===== src/rtl/ring_mon_pkg.sv =====
// Shared types and helpers for the ring sequence monitor.
// Optional stall tolerance in the top is enabled by defining RING_MON_STALL_EN.
package ring_mon_pkg;

  typedef enum logic [1:0] {
    StUnlocked,
    StLocking,
    StLocked,
    StFault
  } state_e;

  localparam int unsigned MaxWidth = 64;

  function automatic int unsigned idx_w(int unsigned width);
    return (width < 2) ? 1 : $clog2(width);
  endfunction

  // Exactly one bit set: nonzero and clearing the lowest set bit leaves zero.
  function automatic logic is_onehot(logic [MaxWidth-1:0] v);
    return (v != '0) && ((v & (v - 1'b1)) == '0);
  endfunction

endpackage


===== src/rtl/ring_onehot_enc.sv =====
// Combinational one-hot to binary encoder with a one-hot valid flag.
module ring_onehot_enc
  import ring_mon_pkg::*;
#(
  parameter int unsigned WIDTH = 4,
  localparam int unsigned IDX_W = idx_w(WIDTH)
) (
  input  logic [WIDTH-1:0] ring,
  output logic [IDX_W-1:0] idx,
  output logic             valid
);

  always_comb begin
    idx = '0;
    for (int i = 0; i < WIDTH; i++) begin
      if (ring[i]) begin
        idx = IDX_W'(i);
      end
    end
  end

  assign valid = is_onehot(MaxWidth'(ring));

endmodule


===== src/rtl/ring_seq_monitor.sv =====
// Ring counter sequence monitor: lock detection, revolution counting, sticky fault.
// Define RING_MON_STALL_EN to accept a repeated sample as a stall in LOCKING/LOCKED.
module ring_seq_monitor
  import ring_mon_pkg::*;
#(
  parameter int unsigned WIDTH    = 4,
  parameter int unsigned LOCK_CNT = 2,
  parameter int unsigned REV_W    = 8,
  localparam int unsigned IDX_W   = idx_w(WIDTH)
) (
  input  logic             clk,
  input  logic             rst,
  input  logic             en,
  input  logic [WIDTH-1:0] ring,
  input  logic             clr_err,
  output logic [IDX_W-1:0] idx,
  output logic             onehot_ok,
  output logic             locked,
  output logic             err,
  output logic [REV_W-1:0] rev_cnt,
  output logic             rev_pulse
);

  localparam int unsigned STEP_W = $clog2(LOCK_CNT + 1);
  localparam logic [STEP_W-1:0] LockTgt = STEP_W'(LOCK_CNT);

  state_e            state_q, state_d;
  logic [WIDTH-1:0]  prev_q, prev_d;
  logic [STEP_W-1:0] step_q, step_d;
  logic [IDX_W-1:0]  idx_q, idx_d;
  logic              ok_q, ok_d;
  logic [REV_W-1:0]  rev_q, rev_d;
  logic              pulse_q, pulse_d;

  logic [IDX_W-1:0]  enc_idx;
  logic              enc_valid;
  logic [WIDTH-1:0]  exp_vec;
  logic              step_ok;
  logic              stall;
  logic [STEP_W-1:0] step_inc;

  ring_onehot_enc #(
    .WIDTH(WIDTH)
  ) u_enc (
    .ring (ring),
    .idx  (enc_idx),
    .valid(enc_valid)
  );

  assign exp_vec  = {prev_q[0], prev_q[WIDTH-1:1]};
  assign step_ok  = (ring == exp_vec);
  assign step_inc = step_q + 1'b1;

`ifdef RING_MON_STALL_EN
  assign stall = enc_valid && (ring == prev_q);
`else
  assign stall = 1'b0;
`endif

  always_comb begin
    state_d = state_q;
    prev_d  = prev_q;
    step_d  = step_q;
    idx_d   = idx_q;
    ok_d    = ok_q;
    rev_d   = rev_q;
    pulse_d = 1'b0;

    // Fault clear is honoured on any cycle, sampled or not.
    if (state_q == StFault && clr_err) begin
      state_d = StUnlocked;
      step_d  = '0;
    end

    if (en) begin
      ok_d = enc_valid;
      if (enc_valid) begin
        prev_d = ring;
        idx_d  = enc_idx;
      end

      unique case (state_q)
        StUnlocked: begin
          if (enc_valid) begin
            state_d = StLocking;
            step_d  = '0;
          end
        end
        StLocking: begin
          if (!stall) begin
            if (step_ok) begin
              step_d = step_inc;
              if (step_inc == LockTgt) begin
                state_d = StLocked;
              end
            end else if (enc_valid) begin
              step_d = '0;
            end else begin
              state_d = StUnlocked;
            end
          end
        end
        StLocked: begin
          if (step_ok) begin
            // Legal step out of bit 0 wraps to the top bit: one full revolution.
            if (prev_q[0]) begin
              rev_d   = rev_q + 1'b1;
              pulse_d = 1'b1;
            end
          end else if (!stall) begin
            state_d = StFault;
          end
        end
        StFault: ;
        default: state_d = StUnlocked;
      endcase
    end
  end

  always_ff @(posedge clk) begin
    if (rst) begin
      state_q <= StUnlocked;
      prev_q  <= '0;
      step_q  <= '0;
      idx_q   <= '0;
      ok_q    <= 1'b0;
      rev_q   <= '0;
      pulse_q <= 1'b0;
    end else begin
      state_q <= state_d;
      prev_q  <= prev_d;
      step_q  <= step_d;
      idx_q   <= idx_d;
      ok_q    <= ok_d;
      rev_q   <= rev_d;
      pulse_q <= pulse_d;
    end
  end

  assign idx       = idx_q;
  assign onehot_ok = ok_q;
  assign locked    = (state_q == StLocked);
  assign err       = (state_q == StFault);
  assign rev_cnt   = rev_q;
  assign rev_pulse = pulse_q;

endmodule


===== config.mk =====
export PLATFORM = sky130hd
export DESIGN_NAME = ring_seq_monitor
export DESIGN_NICKNAME = d
export VERILOG_FILES = /design/src/rtl/ring_mon_pkg.sv /design/src/rtl/ring_onehot_enc.sv /design/src/rtl/ring_seq_monitor.sv
export SDC_FILE = /design/constraint.sdc
export NUM_CORES = 1
export LEC_CHECK = 0
export ABC_CLOCK_PERIOD_IN_PS = 2000
export CAP_MARGIN = 10
export CORE_MARGIN = 5
export CORE_UTILIZATION = 50
export CTS_BUF_LIST = sky130_fd_sc_hd__clkbuf_8
export DETAILED_ROUTE_END_ITERATION = 8
export GPL_ROUTABILITY_DRIVEN = 1
export PLACE_DENSITY = 0.82
export SLEW_MARGIN = 0
export SYNTH_ARGS = -nofsm -noshare
export SYNTH_HDL_FRONTEND = slang
export SYNTH_SLANG_ARGS = --single-unit

===== constraint.sdc =====
create_clock -name clk -period 2 [get_ports clk]
set_input_delay 0.4 -clock clk [delete_from_list [all_inputs] [get_ports clk]]
set_output_delay 0.4 -clock clk [all_outputs]
set_load 0.03 [all_outputs]

==> impl_metrics.py <==
metrics = {
    "synth": {
        "syn_inst": 136,
        "yosys_warnings": 0,
        "ys_ff_latch": 20,
        "synthesis.nets": 146,
        "syn_area_per_cell_sq_um": 8.91,
        "synth.distinct_cells": 40,
        "seq_area_frac_synth_pct": 33.1,
        "synth_area_sq_um": 1210,
        "synthFlopType": "dfxtp_1",
        "ys_async_sr_fraction_pct": 0,
        "synth_edf_count": 0,
    },
    "grt": {
        "grt_usage_pct": 18.3,
        "grt_busiest_layer": "met2",
        "grt_max_degree": 17,
        "grt_pass1_wl_um": 4980,
        "grtUsageMet2_pct": 31.4,
        "antenna_found_initial": 0,
        "grt_pass1_vias": 1148,
        "use_met1_pct": 21.6,
        "met3_usage_pct": 3.92,
        "gr-total-overflow": 0,
    },
    "worst_setup_path": {
        "critPathTopFamily": "buffers and inverters",
        "crit_arrival_ns": 1.48,
        "rr_startpoint": "prev_q[0]",
        "critical-path-max-stage-delay_ns": 0.66,
        "critPathKind": "reg2out",
        "path_max_fanout": 11,
        "cp.required_ns": 1.60,
        "crit_path_end_kind": "primary output",
        "crit_slowest_cell": "clkdlybuf4s50_1",
        "startpoint_type": "flop",
        "cp_cell_sequence": "and2_1 > clkdlybuf4s50_1",
        "startpoint": "state_q[0]",
        "reg2reg_slack_ns": 0.40,
        "path_buf_inv": 1,
    },
    "flow_run": {
        "drv_cap": 0,
    },
    "timing": {
        "min_period_ns": 1.88,
        "clock_skew_ns": 0.00775,
        "max_slew_margin_pct": 79.0,
        "fmax_ghz": 0.533,
        "slew_viol_final": 0,
        "fin_ws_ns": 0.124,
        "max_slew.worst_pin.slew_ns": 0.311,
        "rsz0062_at_grt": "no",
        "fin_crit_sh_pct": 93.8,
        "holdWs_ns": 0.493,
        "finalSetupViolations": 0,
        "hold_viol_final": 0,
    },
    "cells_and_area": {
        "final_util_pct": 69.0,
        "fill_cells": 192,
        "layout.nets": 174,
        "diodes": 0,
        "syn_to_final_growth_pct": 28.4,
        "drive_gt1_share_pct": 17.8,
    },
    "route": {
        "routed_via_density": 6.12,
        "ant_nets": 0,
        "routed-via-count": 1168,
        "first_pass_iters": 4,
        "totalWireLength_um": 2910,
        "drt-initial-drc-count": 27,
        "drc": 0,
        "wl_per_cell_um": 15.3,
    },
    "clock_tree": {
        "cts-hold-fix-buffers": 0,
        "clock-sinks": 20,
        "clk_latency_ns": 0.26,
        "post_cts_buffers": 0,
        "cts_tree": "done",
        "cts_buffers": 3,
        "clockBufferDepth": 2,
        "htreeDepth": 1,
        "path_clk_slew_ns": 0.08,
        "cts_root_buffer": "clkbuf_8",
    },
    "power_and_ir_drop": {
        "p_switching_uw": 231,
        "pwr_density_cell_nw_per_um2": 629,
        "p_clk_share_pct": 41.2,
        "p_int_uw": 747,
        "vdd_drop_max_v": 0.000543,
        "swShare_pct": 23.6,
        "seq_power_share_pct": 43.0,
        "leakagePower_nw": 0.584,
        "combPwrFrac_pct": 15.8,
    },
    "floorplanning": {
        "num_rows": 17,
        "die_area_sq_um": 3510,
        "core_sq_um": 2250,
        "ioPinCount": 22,
        "chipHeight_um": 59.2,
        "die_x_um": 59.2,
        "start_util_pct": 53.7,
    },
    "outcome": {
        "outcome": "complete, no violations",
    },
    "placed_design": {
        "preCtsSetupSlack_ns": -0.112,
        "dp_hpwl_um": 2190,
        "io_buffer_count": 21,
        "gp_congestion": 0.797,
    },
    "worst_hold_path": {
        "holdCritPathClass": "reg2reg",
        "hp-start": "step_q[1]",
    },
}
metal layers:
| metal | up-vias | wire [um] | share of wire, % |
|---|---|---|---|
| li1 | 568 | - | - |
| met4 | 0 | 61 | 2.1 |
| met2 | 23 | 1490 | 51 |
| met3 | 10 | 110 | 3.8 |
| met1 | 567 | 1250 | 43 |
| met5 | - | 0 | 0 |
logic make-up after synthesis:
logic type               count (synthesis)  share of synthesized area [%]
adder cells (fa/ha/maj)                  2                           2.07
buffers and inverters                   15                           7.13
multiplexers                             5                           4.55
AND/OR/NAND/NOR                         57                           28.1
XOR/XNOR                                 5                           7.03
flip-flops                              20                           33.1
AO/OA/AOI/OAI                           32                           18.1
cells in the mapped netlist, types with 3 or more instances:
cell      count  area share, %
a21oi_1       9            3.7
and3_1        4            2.1
buf_6         3            2.8
clkbuf_1      6            1.9
dfxtp_1      20             33
inv_1         4            1.2
mux2_2        4            3.7
nand2_1       6            1.9
nand3_1       3            1.2
nand4_1       8            4.1
nor2_1        8            2.5
nor2b_1       5            2.6
nor3_1        8            3.3
nor4_1        3            1.5
o21ai_0       3            1.2
o31ai_1       9            5.6
or4_1         3            1.9
xnor2_2       3            4.0
registers in the layout, indices dropped and copies added (netlist names):
| register | count |
|---|---|
| rev_cnt | 8 |
| idx | 2 |
| prev_q | 4 |
| step_q | 2 |
| state_q | 2 |
| onehot_ok | 1 |
| rev_pulse | 1 |
per-stage QoR:
stage / std cells / area, sq um / TNS (ns) / power [mW]
after floorplan: 136 / 1210 / 0 / 0.527
after detailed placement: 187 / 1480 / -0.782 / 0.582
after global routing: 191 / 1560 / 0 / 1.02
after global placement: 187 / 1480 / -0.295 / 0.577
after CTS: 191 / 1550 / 0 / 0.980
final: 191 / 1560 / 0 / 0.978
final timing paths:
check | depth (start not counted) | to
max | 2 | err
min | 2 | step_q[1]
max reg2reg | 4 | rev_cnt[3]
min reg2reg | 2 | step_q[1]
worst min-delay path, stage by stage (launching register included):
cell	delay, ns
dfxtp_1	0.35
a32oi_1	0.06
o21ai_0	0.06
power by group through the flow:
| stage | Clock [mW] | Combinational [mW] | Sequential [mW] |
|---|---|---|---|
| after CTS | 0.407 | 0.154 | 0.419 |
| final | 0.403 | 0.155 | 0.420 |
| after detailed placement | 0 | 0.153 | 0.429 |
| after global placement | 0 | 0.148 | 0.428 |
| after global routing | 0.432 | 0.168 | 0.422 |
| after floorplan | 0 | 0.0935 | 0.433 |
area by class of cell:
| type | instances | area [sq um] | share of cell area (%) |
|---|---|---|---|
| multi-input combinational | 101 | 724 | 46.6 |
| sequential | 20 | 403 | 25.9 |
| timing repair buffer | 34 | 307 | 19.7 |
| clock buffer | 3 | 41.3 | 2.65 |
| tap | 28 | 35.0 | 2.25 |
| clock inverter | 1 | 30.0 | 1.93 |
| inverter | 4 | 15.0 | 0.965 |
cell usage in the layout (no fill, tap or decap), drive strengths merged, types with 2 or more instances in the layout:
cell type      Yosys  routed
a211oi             2       2
a21oi              9       9
a31oi              2       2
and3               4       4
and4               2       2
buf                5      13
clkbuf             6       3
clkdlybuf4s50      0      20
dfxtp             20      20
ha                 2       2
inv                4       4
mux2               4       4
nand2              6       6
nand3              3       3
nand4              9       9
nor2               8       8
nor2b              5       5
nor3               8       8
nor4               3       3
o211ai             2       2
o21ai              3       3
o31ai              9       9
or4                3       3
xnor2              4       4
what timing repair did:
action,CTS,global route
hold endpoints to repair,0,0
gates resized for setup,1,2
setup endpoints to repair,1,1
Note: power is estimated with default switching activity, not from simulation.
